**src/rtl/chacha_stream_ctrl.sv**
```systemverilog
// chacha_stream_ctrl: ChaCha20 keystream controller with a 32-bit valid/ready XOR datapath
module chacha_stream_ctrl #(
  parameter int WORDS_PER_BLOCK = 16
) (
  input  logic         clk,
  input  logic         rst_n,
  input  logic         cfg_load,
  input  logic [255:0] key,
  input  logic [95:0]  nonce,
  input  logic [31:0]  ctr_init,
  output logic         busy,
  output logic         ctr_wrap,
  input  logic         in_valid,
  output logic         in_ready,
  input  logic [31:0]  in_data,
  input  logic         in_last,
  output logic         out_valid,
  input  logic         out_ready,
  output logic [31:0]  out_data,
  output logic         out_last,
  output logic         core_start,
  output logic [511:0] core_state,
  input  logic         core_done,
  input  logic [511:0] core_out
);
  localparam int IW = $clog2(WORDS_PER_BLOCK);
  typedef enum logic [1:0] {IDLE, GEN, WAIT, STREAM} state_t;
  state_t         state, state_nx;
  logic [255:0]   key_r;
  logic [95:0]    nonce_r;
  logic [31:0]    ctr;
  logic [511:0]   ks;
  logic [IW-1:0]  idx;
  logic           xfer, blk_end;
  assign in_ready   = (state == STREAM) && (!out_valid || out_ready);
  assign xfer       = in_valid && in_ready;
  assign blk_end    = idx == IW'(WORDS_PER_BLOCK - 1);
  assign busy       = state != IDLE;
  assign core_start = state == GEN;
  assign core_state = {32'h61707865, 32'h3320646e, 32'h79622d32, 32'h6b206574, key_r, ctr, nonce_r};
  // state register
  always_ff @(posedge clk or negedge rst_n) begin
    if (!rst_n) state <= IDLE;
    else        state <= state_nx;
  end
  // next-state: one start pulse per block, last word ends the message
  always_comb begin
    state_nx = state;
    case (state)
      IDLE:    state_nx = cfg_load ? GEN : IDLE;
      GEN:     state_nx = WAIT;
      WAIT:    state_nx = core_done ? STREAM : WAIT;
      STREAM:  state_nx = !xfer ? STREAM : in_last ? IDLE : blk_end ? GEN : STREAM;
      default: state_nx = IDLE;
    endcase
  end
  // latched configuration and block counter; wrap flag is sticky until the next load
  always_ff @(posedge clk or negedge rst_n) begin
    if (!rst_n) begin
      key_r    <= '0;
      nonce_r  <= '0;
      ctr      <= '0;
      ctr_wrap <= 1'b0;
    end else if (state == IDLE && cfg_load) begin
      key_r    <= key;
      nonce_r  <= nonce;
      ctr      <= ctr_init;
      ctr_wrap <= 1'b0;
    end else if (xfer && !in_last && blk_end) begin
      ctr      <= ctr + 32'd1;
      if (&ctr) ctr_wrap <= 1'b1;
    end
  end
  // keystream block register shifts left so the current word always sits at the top
  always_ff @(posedge clk or negedge rst_n) begin
    if (!rst_n) begin
      ks  <= '0;
      idx <= '0;
    end else if (state == WAIT && core_done) begin
      ks  <= core_out;
      idx <= '0;
    end else if (xfer) begin
      ks  <= {ks[479:0], 32'h0};
      idx <= idx + 1'b1;
    end
  end
  // registered output word; a pending word survives state changes until accepted
  always_ff @(posedge clk or negedge rst_n) begin
    if (!rst_n) begin
      out_valid <= 1'b0;
      out_data  <= '0;
      out_last  <= 1'b0;
    end else if (xfer) begin
      out_valid <= 1'b1;
      out_data  <= in_data ^ ks[511:480];
      out_last  <= in_last;
    end else if (out_ready) begin
      out_valid <= 1'b0;
    end
  end
endmodule

```
**config.mk**
```make
export PLATFORM = sky130hd
export DESIGN_NAME = chacha_stream_ctrl
export DESIGN_NICKNAME = d
export VERILOG_FILES = /design/src/rtl/chacha_stream_ctrl.sv
export SDC_FILE = /design/constraint.sdc
export NUM_CORES = 2
export LEC_CHECK = 0
export ABC_AREA = 1
export CORE_AREA = 2 2 576 578
export CTS_BUF_LIST = sky130_fd_sc_hd__clkbuf_4 sky130_fd_sc_hd__clkbuf_8 sky130_fd_sc_hd__clkbuf_16
export CTS_CLUSTER_SIZE = 25
export DETAILED_ROUTE_END_ITERATION = 6
export DIE_AREA = 0 0 578 580
export HOLD_SLACK_MARGIN = 0.12
export SLEW_MARGIN = 0
export SYNTH_ARGS = -nofsm -noshare
export SYNTH_HDL_FRONTEND = slang
export SYNTH_SLANG_ARGS = --single-unit
```
**constraint.sdc**
```tcl
create_clock -name clk -period 3.3 [get_ports clk]
set_input_delay 0.66 -clock clk [delete_from_list [all_inputs] [get_ports clk]]
set_output_delay 0.66 -clock clk [all_outputs]
set_load 0.01 [all_outputs]
```
# Word-level counts from Yosys, hierarchy flattened
# Cells that the tools add are included.
[word_totals] register_bits=937 input_bits=935 output_inout_bits=550 word_cells=51
[classes] addsub=2 n_eq_ne=4 mux=17 n_bitwise=1 reduce_logical=17
[op_table] op="2-to-1 mux 512 bit" count=2
[op_table] op="2-to-1 mux 32 bit" count=2
[op_table] op="adder 32 x 1 -> 32 bit (second input constant)" count=1
[op_table] op="AND reduction 32 bit" count=1
[op_table] op="bitwise XOR 32 bit" count=1
[op_table] op="nonzero test 2 bit" count=5
[op_table] op="2-to-1 mux 4 bit" count=2
[op_table] op="case mux 2 bit (4 select lines)" count=1
[op_table] op="2-to-1 mux 1 bit" count=7
[op_table] op="logical AND 1 bit" count=6
[op_table] op="2-to-1 mux 2 bit" count=3
[op_table] op="adder 4 x 1 -> 4 bit (second input constant)" count=1
[op_table] op="== test 2 bit (second input constant)" count=2
[op_table] op="== test 4 bit (second input constant)" count=1
[op_table] op="== test 2 x 1 -> 1 bit (second input constant)" count=1
[op_table] op="zero test 1 bit" count=2
[op_table] op="zero test 2 bit" count=1
[op_table] op="AND reduction 2 bit" count=1
[op_table] op="logical OR 1 bit" count=1

# Longest topological paths before layout
[logic_depth] ltp_word=8 depth_mapped=10 mapped_depth_nobuf=10

# Worst setup path before layout
# No wires, ideal clock.
[synth_timing] kind="input to register" startpoint="input out_ready" endpoint="register ks[421]" setup_time_ns=0.127 arrival_ns=1.659 required_time_ns=3.173 setup_slack_ns=1.514 path_stages=8 path_buffers=3 path_cell_list="inv_1 > a21oi_2 > nand2_2 > nand2_4 > buf_6 > buf_4 > buf_4 > a31oi_1"
[synth_between] elab_chain_cells=4
[synth_rtl] item="start: declaration" line_no="18" text="input logic out_ready,"
[synth_rtl] item="logical OR 1 bit" line_no="35" text="assign in_ready = (state == STREAM) && (!out_valid || out_ready);"
[synth_rtl] item="logical AND 1 bit" line_no="35"
[synth_rtl] item="named net in_ready" line_no="14" text="output logic in_ready,"
[synth_rtl] item="logical AND 1 bit" line_no="36" text="assign xfer = in_valid && in_ready;"
[synth_rtl] item="nonzero test 2 bit (no line)"
[synth_rtl] item="end signal: assignment" line_no="80" text="ks <= core_out;"
[synth_rtl] item="end signal: assignment" line_no="83" text="ks <= {ks[479:0], 32'h0};"
[synth_rtl] item="end: declaration" line_no="32" text="logic [511:0] ks;"
# The timed path passes the listed nets, and every way through them passes these cells.
# A chain may end at the register's enable or synchronous reset.

# Worst setup path in the final report
[layout_timing] startpoint="register state[1]" endpoint="output in_ready"
[layout_between] elab_chain_cells=2
[layout_rtl] item="start: declaration" line_no="28" text="state_t state, state_nx;"
[layout_rtl] item="start signal: assignment" line_no="44" text="else state <= state_nx;"
[layout_rtl] item="== test 2 bit" line_no="35"
[layout_rtl] item="logical AND 1 bit" line_no="35"
[layout_rtl] item="end: declaration" line_no="14"
# No other way between the ends.

==> summary.md <==
| Metric | Value |
|---|---|
| Clock Path Buffers | `4` |
| Critical Path AT | `2.35 ns` |
| CP Cell Sequence | `nand2_1 -> a21oi_2 -> buf_12 -> dlygate4sd2_1` |
| Overall Global Routing Usage | `15.2%` |
| Status | `finished, final reports clean` |
| Vias per inst | `3.63` |
| Root buf cell | `clkbuf_16` |
| Routed WL per cell | `between 20 and 25 um` |
| Total grt overflow | `0` |
| Worst R2R Setup Slack | `roughly 0.56 ns` |
| DRC viols | `0` |
| Cell Pwr Density | `between 900 and 1000 mW/mm^2` |
| Num Clock Sinks | `937` |
| Crit path kind | `reg2out` |
| Worst Setup End Kind | `primary output` |
| Max FO, Critical Path | `5` |
| Number of enable flip-flop cells after synthesis | `0` |
| DP Wirelength | `220000 um` |
| Synth Flop Type | `dfrtp_1` |
| Crit share post-route | `about nine tenths` |
| Max_slew headroom | `between 10% and 20%` |
| Mean post-synth cell area | `8.31 um^2` |
| 1st-iter DRT viols | `3032` |
| Ys async rst share | `100%` |
| Placed inst area | `0.0597 mm^2` |
| Lkg Pwr | `27.6 nW` |
| Hold WC Path Type | `in2reg` |
| Synthesized netlist cell count | `4971` |
| Slew at the pin with the worst max-slew slack | `1.26 ns` |
| Routed via count | `about 39000` |
| Ratio of cells with drive above 1 in the final layout | `5.66%` |
| Peak VDD IR | `0.506 mV` |
| Max-slew violation count | `0` |
| Hold_ws | `0.335 ns` |
| Die height | `just under 600 um` |
| First-pass GRT wire length | `343000 um` |
| Crit path max-delay cell type | `dfrtp_1` |
| Antenna violations before repair | `186` |
| Clock transition at path regs | `0.06 ns` |
| Largest stage delay, worst path | `approximately 0.45 ns` |
| Synth top area share | `56.8%` |
| Nets@finish | `~7200` |
| Postcts setup bufs | `0` |
| Vias in the first global route | `37700` |
| IO Pins | `1485` |
| R2r endpoint | `ctr[19]$_DFFE_PN0P_` |
| Flop and latch count out of synthesis | `between 900 and 1000` |
| Final Cell Area | `0.0639 mm^2` |
| Cell with the most instances after synthesis | `nand2_1` |
| WHS Path Cells | `3` |
| Yosys warning total | `0` |
| FP Rows | `~210` |
| H-tree levels | `3` |
| R2R depth | `10` |
| Power, Total | `0.0606 W` |
| Hold Vio Cnt, Final | `0` |
| Placer Congestion | `0.969` |
| Worst setup path endpoint | `in_ready` |
| Max Cap Viol | `0` |
| Full die area | `between 0.3 and 0.4 mm^2` |
| Initial Util | `roughly an eighth` |
| Launch point of the worst path | `state[1]$_DFF_PN0_` |
| Worst-case clock skew | `~0.064 ns` |
| Yosys cell types | `33` |
| WL final | `264000 um` |
| Crit start category | `register` |
| Cts bufs inserted | `118` |
| Synth cell count leaders | `nand2_1, dfrtp_1, nor2_1, a31oi_1, buf_4` |
| Synth area leaders | `dfrtp_1, nand2_1, a31oi_1` |
| Core area | `0.329 mm^2` |
| Min Clock Period, post-route | `3.01 ns` |
| PortBufs | `1356` |
| Fillers | `36900` |
| RR Startpoint | `state[1]$_DFF_PN0_` |
| Largest net degree at the start of global routing | `178` |
| Required @ worst endpoint | `2.64 ns` |
| CTS tree | `done` |
| RSZ-0062 raised after global routing | `no` |
| FMAX | `332 MHz` |
| Sequential area share after synthesis | `56.8%` |
| Final setup violation count | `0` |
| Antenna Violating Nets Remaining | `0` |
| Skew-Pair Late Insertion Delay | `0.86 ns` |
| Area Growth Syn to Fin | `54.7%` |
| Cell taking the most area after synthesis | `dfrtp_1` |
| Cell Area, Synth | `0.0413 mm^2` |
| Die X | `578 um` |
| Pre-antenna DRT Iters | `5` |
==> kinds of logic (layout without fill, tap and decap cells) <==
kind of cell	count (synthesis)	after routing	synth area share, %
and+or+nand+nor	2961	2961	27.3
DFF	937	937	56.8
AOI/OAI and AO/OA	546	546	8.11
buffers and inverters	484	1735	6.93
xor gates and xnor gates	39	39	0.827
adders and majority gates	2	2	0.0606
other	2	184	0.0182
==> registers in the layout, summed over array words and instances (netlist names), 2 cells and up <==
register and cells:
ctr 32, key_r 256, ks 512, nonce_r 96, state 2, idx 4, out_data 32
==> layer usage <==
metal | wire, um | global-route usage (%)
met1 | 102000 | 17.6
met2 | 120000 | 24.2
met3 | 29000 | 6.30
met4 | 12400 | 6.99
met5 | 556 | 0
==> what timing repair did <==
action,4_1_cts,5_1_grt
hold endpoints to repair,22,0
gates resized for setup,1,0
hold buffers,1,0
setup endpoints to repair,1,0
==> metrics by stage <==
step                utilization, %  setup slack (ns)  cells  setup TNS, ns
CTS                           19.4            0.0346  10700              0
global route                  19.4            0.0243  10700              0
global placement              18.1            -0.114  10500         -0.557
detailed placement            18.1            -0.110  10500         -0.767
finish                        19.4             0.288  10800              0
floorplan                        -              1.51   5097              0
==> critical path, delay by kind of cell, from the launching register on <==
family                 cells  cell delay (ns)
flip-flops                 1             0.45
AO/OA/AOI/OAI              1             0.24
buffers and inverters      2             0.59
AND/OR/NAND/NOR            1             0.22
==> cells in the final DEF (no fill, tap or decap), drive strengths merged <==
cell,synthesis,routed
dfrtp,937,937
ha,2,2
o211ai,2,2
a21oi,6,6
dlygate4sd3,0,1
nand4,3,3
diode,0,56
nand2,2281,2281
clkdlybuf4s50,0,1353
o21ai,56,56
nand3,70,70
nor3,5,5
a22oi,1,1
a21boi,1,1
clkinv,0,26
conb,2,128
dlygate4sd2,0,1
and2,1,1
clkinvlp,0,10
clkbuf,102,155
or2,3,3
xor2,3,3
nand3b,3,3
inv,36,45
bufinv,0,11
a31oi,480,480
xnor2,36,36
buf,346,133
nor2,595,595
==> final cells by class <==
cell class | instances | area [um^2] | share of cell area (%)
multi-input cells | 3676 | 15500 | 24.3
well taps | 4366 | 5460 | 8.55
repair buffers | 1488 | 15100 | 23.7
clock buffers | 155 | 3370 | 5.28
diodes | 56 | 140 | 0.219
clock inverters | 56 | 688 | 1.08
inverters | 36 | 150 | 0.235
flip-flops and latches | 937 | 23400 | 36.7
==> report_power, final <==
part / internal [W] / total [W] / switching [W] / leakage, nW
Clock: 0.00807 / 0.0138 / 0.00570 / 2.00
Combinational: 0.0105 / 0.0257 / 0.0152 / 14.6
Sequential: 0.0170 / 0.0211 / 0.00416 / 11.0
==> worst min-delay path by stage <==
stage / start / endpoint / slack (ns)
floorplan: rst_n / ctr[0]$_DFFE_PN0P_ / 0.36
detailed placement: nonce_r[69]$_DFFE_PN0P_ / nonce_r[69]$_DFFE_PN0P_ / 0.46
CTS: nonce[29] / nonce_r[29]$_DFFE_PN0P_ / 0.22
global route: key[235] / key_r[235]$_DFFE_PN0P_ / 0.28
finish: nonce[4] / nonce_r[4]$_DFFE_PN0P_ / 0.34
global placement: nonce_r[64]$_DFFE_PN0P_ / nonce_r[64]$_DFFE_PN0P_ / 0.46
(Power assumes the default switching activity.)
